## config.mk

```make
export PLATFORM = sky130hd
export DESIGN_NAME = acc_io_regfile
export DESIGN_NICKNAME = d
export VERILOG_FILES = /design/src/rtl/acc_io_pkg.sv /design/src/rtl/acc_io_regfile_sync_fifo.sv /design/src/rtl/acc_io_regfile.sv
export SDC_FILE = /design/constraint.sdc
export NUM_CORES = 1
export LEC_CHECK = 0
export BUFFER_PORTS_ARGS = -buffer_cell sky130_fd_sc_hd__buf_4
export CAP_MARGIN = 20
export CORE_ASPECT_RATIO = 1.2
export CORE_MARGIN = 2
export CORE_UTILIZATION = 45
export CTS_CLUSTER_DIAMETER = 150
export DETAILED_ROUTE_END_ITERATION = 6
export GPL_TIMING_DRIVEN = 1
export PLACE_DENSITY = 0.64
export SLEW_MARGIN = 40
export SYNTH_ARGS = -nofsm -noshare
export SYNTH_HDL_FRONTEND = slang
export SYNTH_SLANG_ARGS = --single-unit
```

## constraint.sdc

```tcl
create_clock -name clk -period 3.1 [get_ports clk]
set_input_delay 0.62 -clock clk [delete_from_list [all_inputs] [get_ports clk]]
set_output_delay 0.62 -clock clk [all_outputs]
set_load 0.05 [all_outputs]
```

## src/rtl/acc_io_pkg.sv

```systemverilog
// Shared definitions for the accumulator / IO register block: default widths,
// datapath command codes in priority order, and the FIFO count-width helper.
package acc_io_pkg;

    localparam int DEF_DW     = 18;
    localparam int DEF_OPW    = 3;
    localparam int DEF_AC_RST = 54;

    // Listed from highest to lowest priority; CMD_NONE means no enable is active.
    typedef enum logic [2:0] {
        CMD_NONE,
        CMD_RD_INPR,
        CMD_WR_OUTR,
        CMD_RD_AC,
        CMD_WR_AC,
        CMD_RD_IR,
        CMD_WR_IR
    } cmd_e;

    function automatic int cntWidth(input int depth);
        return $clog2(depth) + 1;
    endfunction

endpackage

```

## src/rtl/acc_io_regfile_sync_fifo.sv

```systemverilog
// Single-clock FIFO with head-of-queue read data and an occupancy count.
// A push while full is accepted only when a pop frees the slot in the same cycle.
module sync_fifo import acc_io_pkg::*; #(
    parameter int DW    = DEF_DW,
    parameter int DEPTH = 4
) (
    input  logic                       clk,
    input  logic                       rst,
    input  logic                       push,
    input  logic                       pop,
    input  logic [DW-1:0]              wdata,
    output logic [DW-1:0]              rdata,
    output logic                       full,
    output logic                       empty,
    output logic [cntWidth(DEPTH)-1:0] count
);

    localparam int AW = $clog2(DEPTH);
    localparam int CW = cntWidth(DEPTH);
    localparam logic [CW-1:0] FULL_CNT = CW'(DEPTH);

    logic [DW-1:0] mem_q [DEPTH];
    logic [AW-1:0] wrPtr_q, wrPtr_d;
    logic [AW-1:0] rdPtr_q, rdPtr_d;
    logic [CW-1:0] count_q, count_d;
    logic          doPush, doPop;

    assign full   = (count_q == FULL_CNT);
    assign empty  = (count_q == '0);
    assign count  = count_q;
    assign rdata  = mem_q[rdPtr_q];
    assign doPop  = pop && !empty;
    assign doPush = push && (!full || doPop);

    // Pointers are exactly log2(DEPTH) bits wide, so they wrap without extra logic.
    always_comb begin
        wrPtr_d = wrPtr_q;
        rdPtr_d = rdPtr_q;
        count_d = count_q;
        if (doPush) begin
            wrPtr_d = wrPtr_q + 1'b1;
        end
        if (doPop) begin
            rdPtr_d = rdPtr_q + 1'b1;
        end
        case ({doPush, doPop})
            2'b10:   count_d = count_q + 1'b1;
            2'b01:   count_d = count_q - 1'b1;
            default: count_d = count_q;
        endcase
    end

    always_ff @(posedge clk) begin
        if (rst) begin
            wrPtr_q <= '0;
            rdPtr_q <= '0;
            count_q <= '0;
        end else begin
            wrPtr_q <= wrPtr_d;
            rdPtr_q <= rdPtr_d;
            count_q <= count_d;
        end
    end

    // Storage needs no reset: the pointers alone decide which entries are live.
    always_ff @(posedge clk) begin
        if (!rst && doPush) begin
            mem_q[wrPtr_q] <= wdata;
        end
    end

endmodule

```

## src/rtl/acc_io_regfile.sv

```systemverilog
// IR/AC register block with a registered read bus and handshaked input/output
// FIFOs; one datapath command per cycle, chosen by fixed priority.
module acc_io_regfile import acc_io_pkg::*; #(
    parameter int DW        = DEF_DW,
    parameter int OPW       = DEF_OPW,
    parameter int AC_RST    = DEF_AC_RST,
    parameter int IN_DEPTH  = 4,
    parameter int OUT_DEPTH = 4
) (
    input  logic                           clk,
    input  logic                           rst,
    input  logic [DW-1:0]                  inD,
    output logic [DW-1:0]                  ouD,
    input  logic                           re_en_inpr,
    input  logic                           wr_en_outr,
    input  logic                           re_en_ac,
    input  logic                           wr_en_ac,
    input  logic                           re_en_ir,
    input  logic                           wr_en_ir,
    output logic [OPW-1:0]                 opcode,
    output logic                           flg_i,
    output logic                           flg_o,
    output logic                           ovf_o,
    input  logic [DW-1:0]                  in_intp,
    input  logic                           in_valid,
    output logic                           in_ready,
    output logic [DW-1:0]                  out_data,
    output logic                           out_valid,
    input  logic                           out_ready,
    output logic [cntWidth(IN_DEPTH)-1:0]  in_count,
    output logic [cntWidth(OUT_DEPTH)-1:0] out_count
);

    localparam int OCW = cntWidth(OUT_DEPTH);
    localparam logic [OCW-1:0] OUT_FULL = OCW'(OUT_DEPTH);

    cmd_e          cmd;
    logic [DW-1:0] ac_q, ac_d;
    logic [DW-1:0] ir_q, ir_d;
    logic [DW-1:0] ouD_q, ouD_d;
    logic [OPW-1:0] opcode_q, opcode_d;
    logic          ovf_q, ovf_d;

    logic [DW-1:0] inHead;
    logic          inFull, inEmpty, inPush, inPop;
    logic          outFull, outEmpty, outPush, outPop;

    always_comb begin
        cmd = CMD_NONE;
        if (re_en_inpr)      cmd = CMD_RD_INPR;
        else if (wr_en_outr) cmd = CMD_WR_OUTR;
        else if (re_en_ac)   cmd = CMD_RD_AC;
        else if (wr_en_ac)   cmd = CMD_WR_AC;
        else if (re_en_ir)   cmd = CMD_RD_IR;
        else if (wr_en_ir)   cmd = CMD_WR_IR;
    end

    assign inPush = in_valid && !inFull;
    assign outPop = !outEmpty && out_ready;

    // An empty input FIFO reads as zero on the bus; a blocked output write sets the sticky overflow.
    always_comb begin
        ac_d     = ac_q;
        ir_d     = ir_q;
        ouD_d    = ouD_q;
        ovf_d    = ovf_q;
        inPop    = 1'b0;
        outPush  = 1'b0;
        opcode_d = ir_q[DW-1 -: OPW];
        case (cmd)
            CMD_RD_INPR: begin
                inPop = !inEmpty;
                ouD_d = inEmpty ? '0 : inHead;
            end
            CMD_WR_OUTR: begin
                outPush = 1'b1;
                if (outFull && !outPop) begin
                    ovf_d = 1'b1;
                end
            end
            CMD_RD_AC: ouD_d = ac_q;
            CMD_WR_AC: ac_d  = inD;
            CMD_RD_IR: ouD_d = ir_q;
            CMD_WR_IR: ir_d  = inD;
            default: ;
        endcase
    end

    always_ff @(posedge clk) begin
        if (rst) begin
            ac_q     <= DW'(AC_RST);
            ir_q     <= '0;
            ouD_q    <= '0;
            opcode_q <= '0;
            ovf_q    <= 1'b0;
        end else begin
            ac_q     <= ac_d;
            ir_q     <= ir_d;
            ouD_q    <= ouD_d;
            opcode_q <= opcode_d;
            ovf_q    <= ovf_d;
        end
    end

    sync_fifo #(.DW(DW), .DEPTH(IN_DEPTH)) u_inFifo (
        .clk   (clk),
        .rst   (rst),
        .push  (inPush),
        .pop   (inPop),
        .wdata (in_intp),
        .rdata (inHead),
        .full  (inFull),
        .empty (inEmpty),
        .count (in_count)
    );

    sync_fifo #(.DW(DW), .DEPTH(OUT_DEPTH)) u_outFifo (
        .clk   (clk),
        .rst   (rst),
        .push  (outPush),
        .pop   (outPop),
        .wdata (inD),
        .rdata (out_data),
        .full  (outFull),
        .empty (outEmpty),
        .count (out_count)
    );

    assign ouD       = ouD_q;
    assign opcode    = opcode_q;
    assign ovf_o     = ovf_q;
    assign in_ready  = !inFull;
    assign out_valid = !outEmpty;
    assign flg_i     = (in_count != '0);
    assign flg_o     = (out_count < OUT_FULL);

endmodule

```

After elaboration in Yosys (flattened, before gate mapping)
Memories as Yosys holds them, arrays and structs flattened. A register that Yosys moved wholly into a read port is not among the register bits. Cells that the tools add are included.

Add/sub/neg operators: 8. Mux-type cells: 20. $mul: 0. Equal/unequal tests: 12. Shift operators: 0. Reduce and logical (&&, ||, !) cells: 24. Bitwise gates (word level): 0. Magnitude comparators: 1. Divide/modulo/power cells: 0.

Operator list (count): $pmux W18 S3 (1); $mux W18 (1); $mux W3 (6); $eq A3 B3 Y1 const B (5); $pmux W3 S2 (2); $logic_and A1 B1 Y1 (9); $add A2 B1 Y2 const B (4); $mux W2 (4); $add A3 B1 Y3 const B (2); $eq A3 B2 Y1 const B (2); $logic_not A1 Y1 (6); $logic_not A3 Y1 (2); $mux W1 (6); $reduce_bool A3 Y1 (2); $sub A3 B1 Y3 const B (2); $eq A2 B1 Y1 const B (2); $eq A2 B2 Y1 const B (2); $reduce_bool A2 Y1 (2); $eq A3 B1 Y1 const B (1); $lt A3 B3 Y1 const B (1); $logic_or A1 B1 Y1 (2); $reduce_and A2 Y1 (1).

Memories kept: 2. Latch bits: 0. Input bits: 46. Logic and storage cells: 78. Output and inout bits: 50. Bits in writable memories: 144. ROM bits: 0. Flip-flop bits (word level): 72.

Memories: u_inFifo.mem_q (depth 4, bits a word 18, rd ports 1, clocked after memory_dff 1, wr ports 1, RTL line acc_io_regfile_sync_fifo.sv:22) `logic [DW-1:0] mem_q [DEPTH];`; u_outFifo.mem_q (depth 4, bits a word 18, rd ports 1, clocked after memory_dff 1, wr ports 1, RTL line acc_io_regfile_sync_fifo.sv:22).

Depth between registers and ports, before layout
Depth after elaboration: 14. Depth in mapped cells: 9. Depth with buffers taken out: 9.

By module
Synthesis repeated with hierarchy kept, for this count alone.

Cell total of the unflattened synthesis: 586. Area total of the unflattened synthesis: 8717.1 µm².

Modules (own cells, without submodules): sync_fifo (area an instance 3155.5 µm², times used 2, seq. area each 2342.2 µm², cells an instance 160); acc_io_regfile (area an instance 2406.1 µm², times used 1, seq. area each 1161.1 µm², cells an instance 266).

Worst setup path before layout
OpenSTA, ideal clock, no wires.

Path kind: flip-flop to flip-flop. Start: register u_inFifo.count_q[2], in the netlist u_inFifo.count[2]. End: register u_inFifo.count_q[2], in the netlist u_inFifo.count[2]. Clock period less this slack: 2.750 ns. Stages on the path, launching flop included: 9. Setup time: 0.070 ns. Setup slack: 0.350 ns. Arrival time: 2.679 ns. Buffers on the path: 0. Cells stage by stage: dfxtp_1 > or3b_2 > nand2_1 > ha_1 > inv_1 > fa_1 > xor2_1 > or3_1 > a21oi_1.

Elaborated cells between the ends (all ways): 15. Those cells by class: add/sub (2); eq/ne (3); mux (2); reduce/logical (8).

RTL lines: start: declaration (RTL line acc_io_regfile_sync_fifo.sv:25) `logic [CW-1:0] count_q, count_d;`; start signal: assignment (RTL line acc_io_regfile_sync_fifo.sv:61) `count_q <= count_d;`; $eq A3 B3 Y1 * (RTL line acc_io_regfile_sync_fifo.sv:28) `assign full = (count_q == FULL_CNT);`; $logic_not A1 Y1 *; named net in_ready (RTL line acc_io_regfile.sv:26) `output logic in_ready,`; $logic_and A1 B1 Y1 / $logic_or A1 B1 Y1 (equally long branches) (RTL line acc_io_regfile.sv:58, acc_io_regfile_sync_fifo.sv:33); $logic_and A1 B1 Y1 * (RTL line acc_io_regfile_sync_fifo.sv:33) `assign doPush = push && (!full || doPop);`; $eq A2 B1 Y1 / $eq A2 B2 Y1 (equally long branches) (RTL line acc_io_regfile_sync_fifo.sv:46) `case ({doPush, doPop})`; $pmux W3 S2 / $reduce_bool A2 Y1 (equally long branches).

Mark *: on every way through the listed nets, which the timed path passes. The rest lies on a longest branch. A chain may end at the register's enable or synchronous reset.

==> insert_results.sql <==
INSERT INTO impl_metrics (metric_group, metric, value, unit) VALUES
('floorplan', 'die_area', '19700', 'sq um'),
('final_layout', 'layout.cells.most_common_list', 'edfxtp_1 (144), buf_4 (112), nand2_1 (79), dfxtp_1 (75), a21oi_1 (38)', ''),
('worst_hold_path', 'hold_end', 'u_inFifo.mem_q[1][0]', ''),
('global_route', 'global_route_wire_length_before_repair', '26300', 'microns'),
('sta', 'final_min_period_over_clock_period', '82.9', '%'),
('sta', 'setup_tns', '0', 'ps'),
('synthesis', 'synthesis.nets', '611', ''),
('global_route', 'gr_util_met3', '2.77', '%'),
('final_layout', 'fin_cells', '898', ''),
('sta', 'skew', '13.5', 'ps'),
('synthesis', 'synth_simple_gate_area_share', '8.05', '%'),
('worst_setup_path', 'worst-setup-path-type', 'reg -> out', ''),
('final_layout', 'final-seq-area', '5850', 'sq um'),
('worst_setup_path', 'slowest_delay', '590', 'ps'),
('place', 'buffer_ports.inserted', '95', ''),
('sta', 'fin_crit', '2570', 'ps'),
('worst_setup_path', 'r2r_end', 'u_inFifo.count[2]', ''),
('drt', 'dr.pass1.iters', '7', ''),
('synthesis', 'synth-seq-cells', '220', ''),
('synthesis', 'synth.area.mux_share', '9.70', '%'),
('sta', 'max-slew-margin-rel', '53.0', '%'),
('synthesis', 'synth_compound_gate_area_share', '6.75', '%'),
('sta', 'finalHoldViolations', '0', ''),
('place', 'placedCellCount', '857', ''),
('floorplan', 'initial_core_util', '46.0', '%'),
('clock_tree', 'clock-root-buffer', 'clkbuf_16', ''),
('worst_hold_path', 'hold_path_class', 'in -> reg', ''),
('final_layout', 'multi_input_comb_area', '2310', 'sq um'),
('global_route', 'groute.usage.overall', '17.2', '%'),
('global_route', 'grt_pass1_vias', '4800', ''),
('outcome', 'run_status', 'complete, but fails checks', ''),
('clock_tree', 'cts_resized', '0', ''),
('final_layout', 'layout-drive-gt1-share', '28.2', '%'),
('worst_setup_path', 'setup.worst_path.start_class', 'flip-flop', ''),
('worst_setup_path', 'timing.rr.start', 'u_inFifo.count[2]', ''),
('drt', 'routed_wirelength', '17000', 'microns'),
('global_route', 'grt.overflow.total', '0', ''),
('sta', 'maxClockFrequency', '389', 'MHz'),
('floorplan', 'total_core_area', '18200', 'sq um'),
('drt', 'postRouteAntennaNets', '0', ''),
('sta', 'rsz_0062_raised_after_global_routing', 'no', ''),
('drt', 'viasPerCell', '5.50', ''),
('worst_hold_path', 'min_path_cells', '1', ''),
('synthesis', 'synth_top_family_by_area', 'multiplexers', ''),
('final_layout', 'final_common_cell', 'edfxtp_1', ''),
('floorplan', 'core.rowCount', '54', ''),
('run', 'maxCapViolCount', '0', ''),
('sta', 'timing.final.setup_violations', '0', ''),
('synthesis', 'synth_edf_count', '144', ''),
('worst_setup_path', 'arrival', '1950', 'ps'),
('outcome', 'failed_checks', 'design-rule violations', ''),
('drt', 'drc_errors', '2', ''),
('final_layout', 'final_nets', '716', ''),
('drt', 'drt-wirelength-per-cell', '18.9', 'microns'),
('global_route', 'top_usage_layer_grt', 'met2', ''),
('final_layout', 'flow.area_growth_from_synthesis', '21.1', '%'),
('clock_tree', 'cts_tree', 'yes', ''),
('global_route', 'grt_max_degree', '47', ''),
('drt', 'vias', '4937', ''),
('sta', 'slew_violations', '0', ''),
('synthesis', 'synthDominantCellAreaShare', '51.7', '%'),
('synthesis', 'synth_cells', '553', ''),
('clock_tree', 'number_of_buffers_inserted_by_hold_repair_at_cts', '0', ''),
('pwr', 'static-leakage-power', '3.51', 'nW'),
('floorplan', 'io_pins', '96', ''),
('clock_tree', 'numCtsBuffers', '22', ''),
('pwr', 'vdd_drop_max', '427', 'uV'),
('worst_setup_path', 'timing.critical_path.slowest_stage_cell', 'mux4_2', ''),
('final_layout', 'insertedDiodeCount', '0', ''),
('synthesis', 'synth_async_sr_flop_share', '0', '%'),
('worst_setup_path', 'critPathCaptureType', 'primary output', '');
[critical path, delay by kind of cell, from the launching register on]
family                 cells  cell delay [ps]
flip-flops                 1              310
buffers and inverters      2              550
multiplexers               1              590
[flip-flops by register name (all words and copies together) (netlist names), 3 cells and up, named ones only]
| register | flops |
|---|---|
| u_inFifo.mem_q | 72 |
| ouD | 18 |
| u_inFifo.count | 3 |
| u_outFifo.mem_q | 72 |
| opcode | 3 |
| u_outFifo.count | 3 |
| ir_q | 18 |
| ac_q | 18 |
[worst max path at each step]
stage,to,cells after the start,start,slack [ps]
finish,out_data[6],3,flip-flop,530
CTS,out_data[6],3,flip-flop,480
global route,out_data[6],3,flip-flop,460
global placement,u_outFifo.count[2],10,out_ready,500
floorplan,u_inFifo.count[2],8,u_inFifo.count[2],350
detailed placement,u_outFifo.count[2],10,out_ready,470
[cell usage after synthesis (all sizes together), types with 2 or more instances]
library cell,instances
edfxtp,144
nand2,79
dfxtp,76
a21oi,39
mux4,36
nor3,20
nor2,19
a211oi,17
a222oi,17
clkbuf,16
inv,16
buf,15
ha,10
and2,9
xor2,6
nand3,4
nand3b,4
nor2b,4
xnor2,4
a311oi,2
fa,2
nor3b,2
o21ai,2
or3,2
[routing by layer]
metal / part of all wire [%] / up-vias
li1: - / 2293
met1: 42 / 2466
met2: 51 / 154
met3: 5.2 / 24
met4: 1.7 / 0
met5: 0 / -
[per-stage QoR]
step | worst slack (ps) | instance area (sq um) | power, W | utilization, %
finish | 530 | 10100 | 0.00830 | 55.7
global route | 462 | 10100 | 0.00863 | 55.7
CTS | 485 | 10100 | 0.00838 | 55.6
detailed placement | 466 | 9320 | 0.00560 | 51.3
global placement | 498 | 9320 | 0.00556 | 51.3
floorplan | 350 | 8360 | 0.00502 | -
[cell families after synthesis]
family,Yosys count
compound gates,80
mux,36
simple gates,148
buf+inv,47
fa+ha+maj,12
flops,220
xor+xnor,10
[where the power goes]
group | total [W] | internal [W] | leakage, nW | switching (W)
logic | 0.00209 | 0.000815 | 1.19 | 0.00128
registers | 0.00344 | 0.00331 | 1.92 | 0.000131
clock network | 0.00277 | 0.00171 | 0.391 | 0.00106
total | 0.00830 | 0.00584 | 3.51 | 0.00247
[area by class of cell]
class,count,area share [%]
clock buffer,33,7.19
tap,224,2.77
clock inverter,7,0.606
multi-input combinational,286,22.8
inverter,16,0.593
sequential,220,57.8
timing repair buffer,112,8.31
Note: power is estimated with default switching activity, not from simulation.
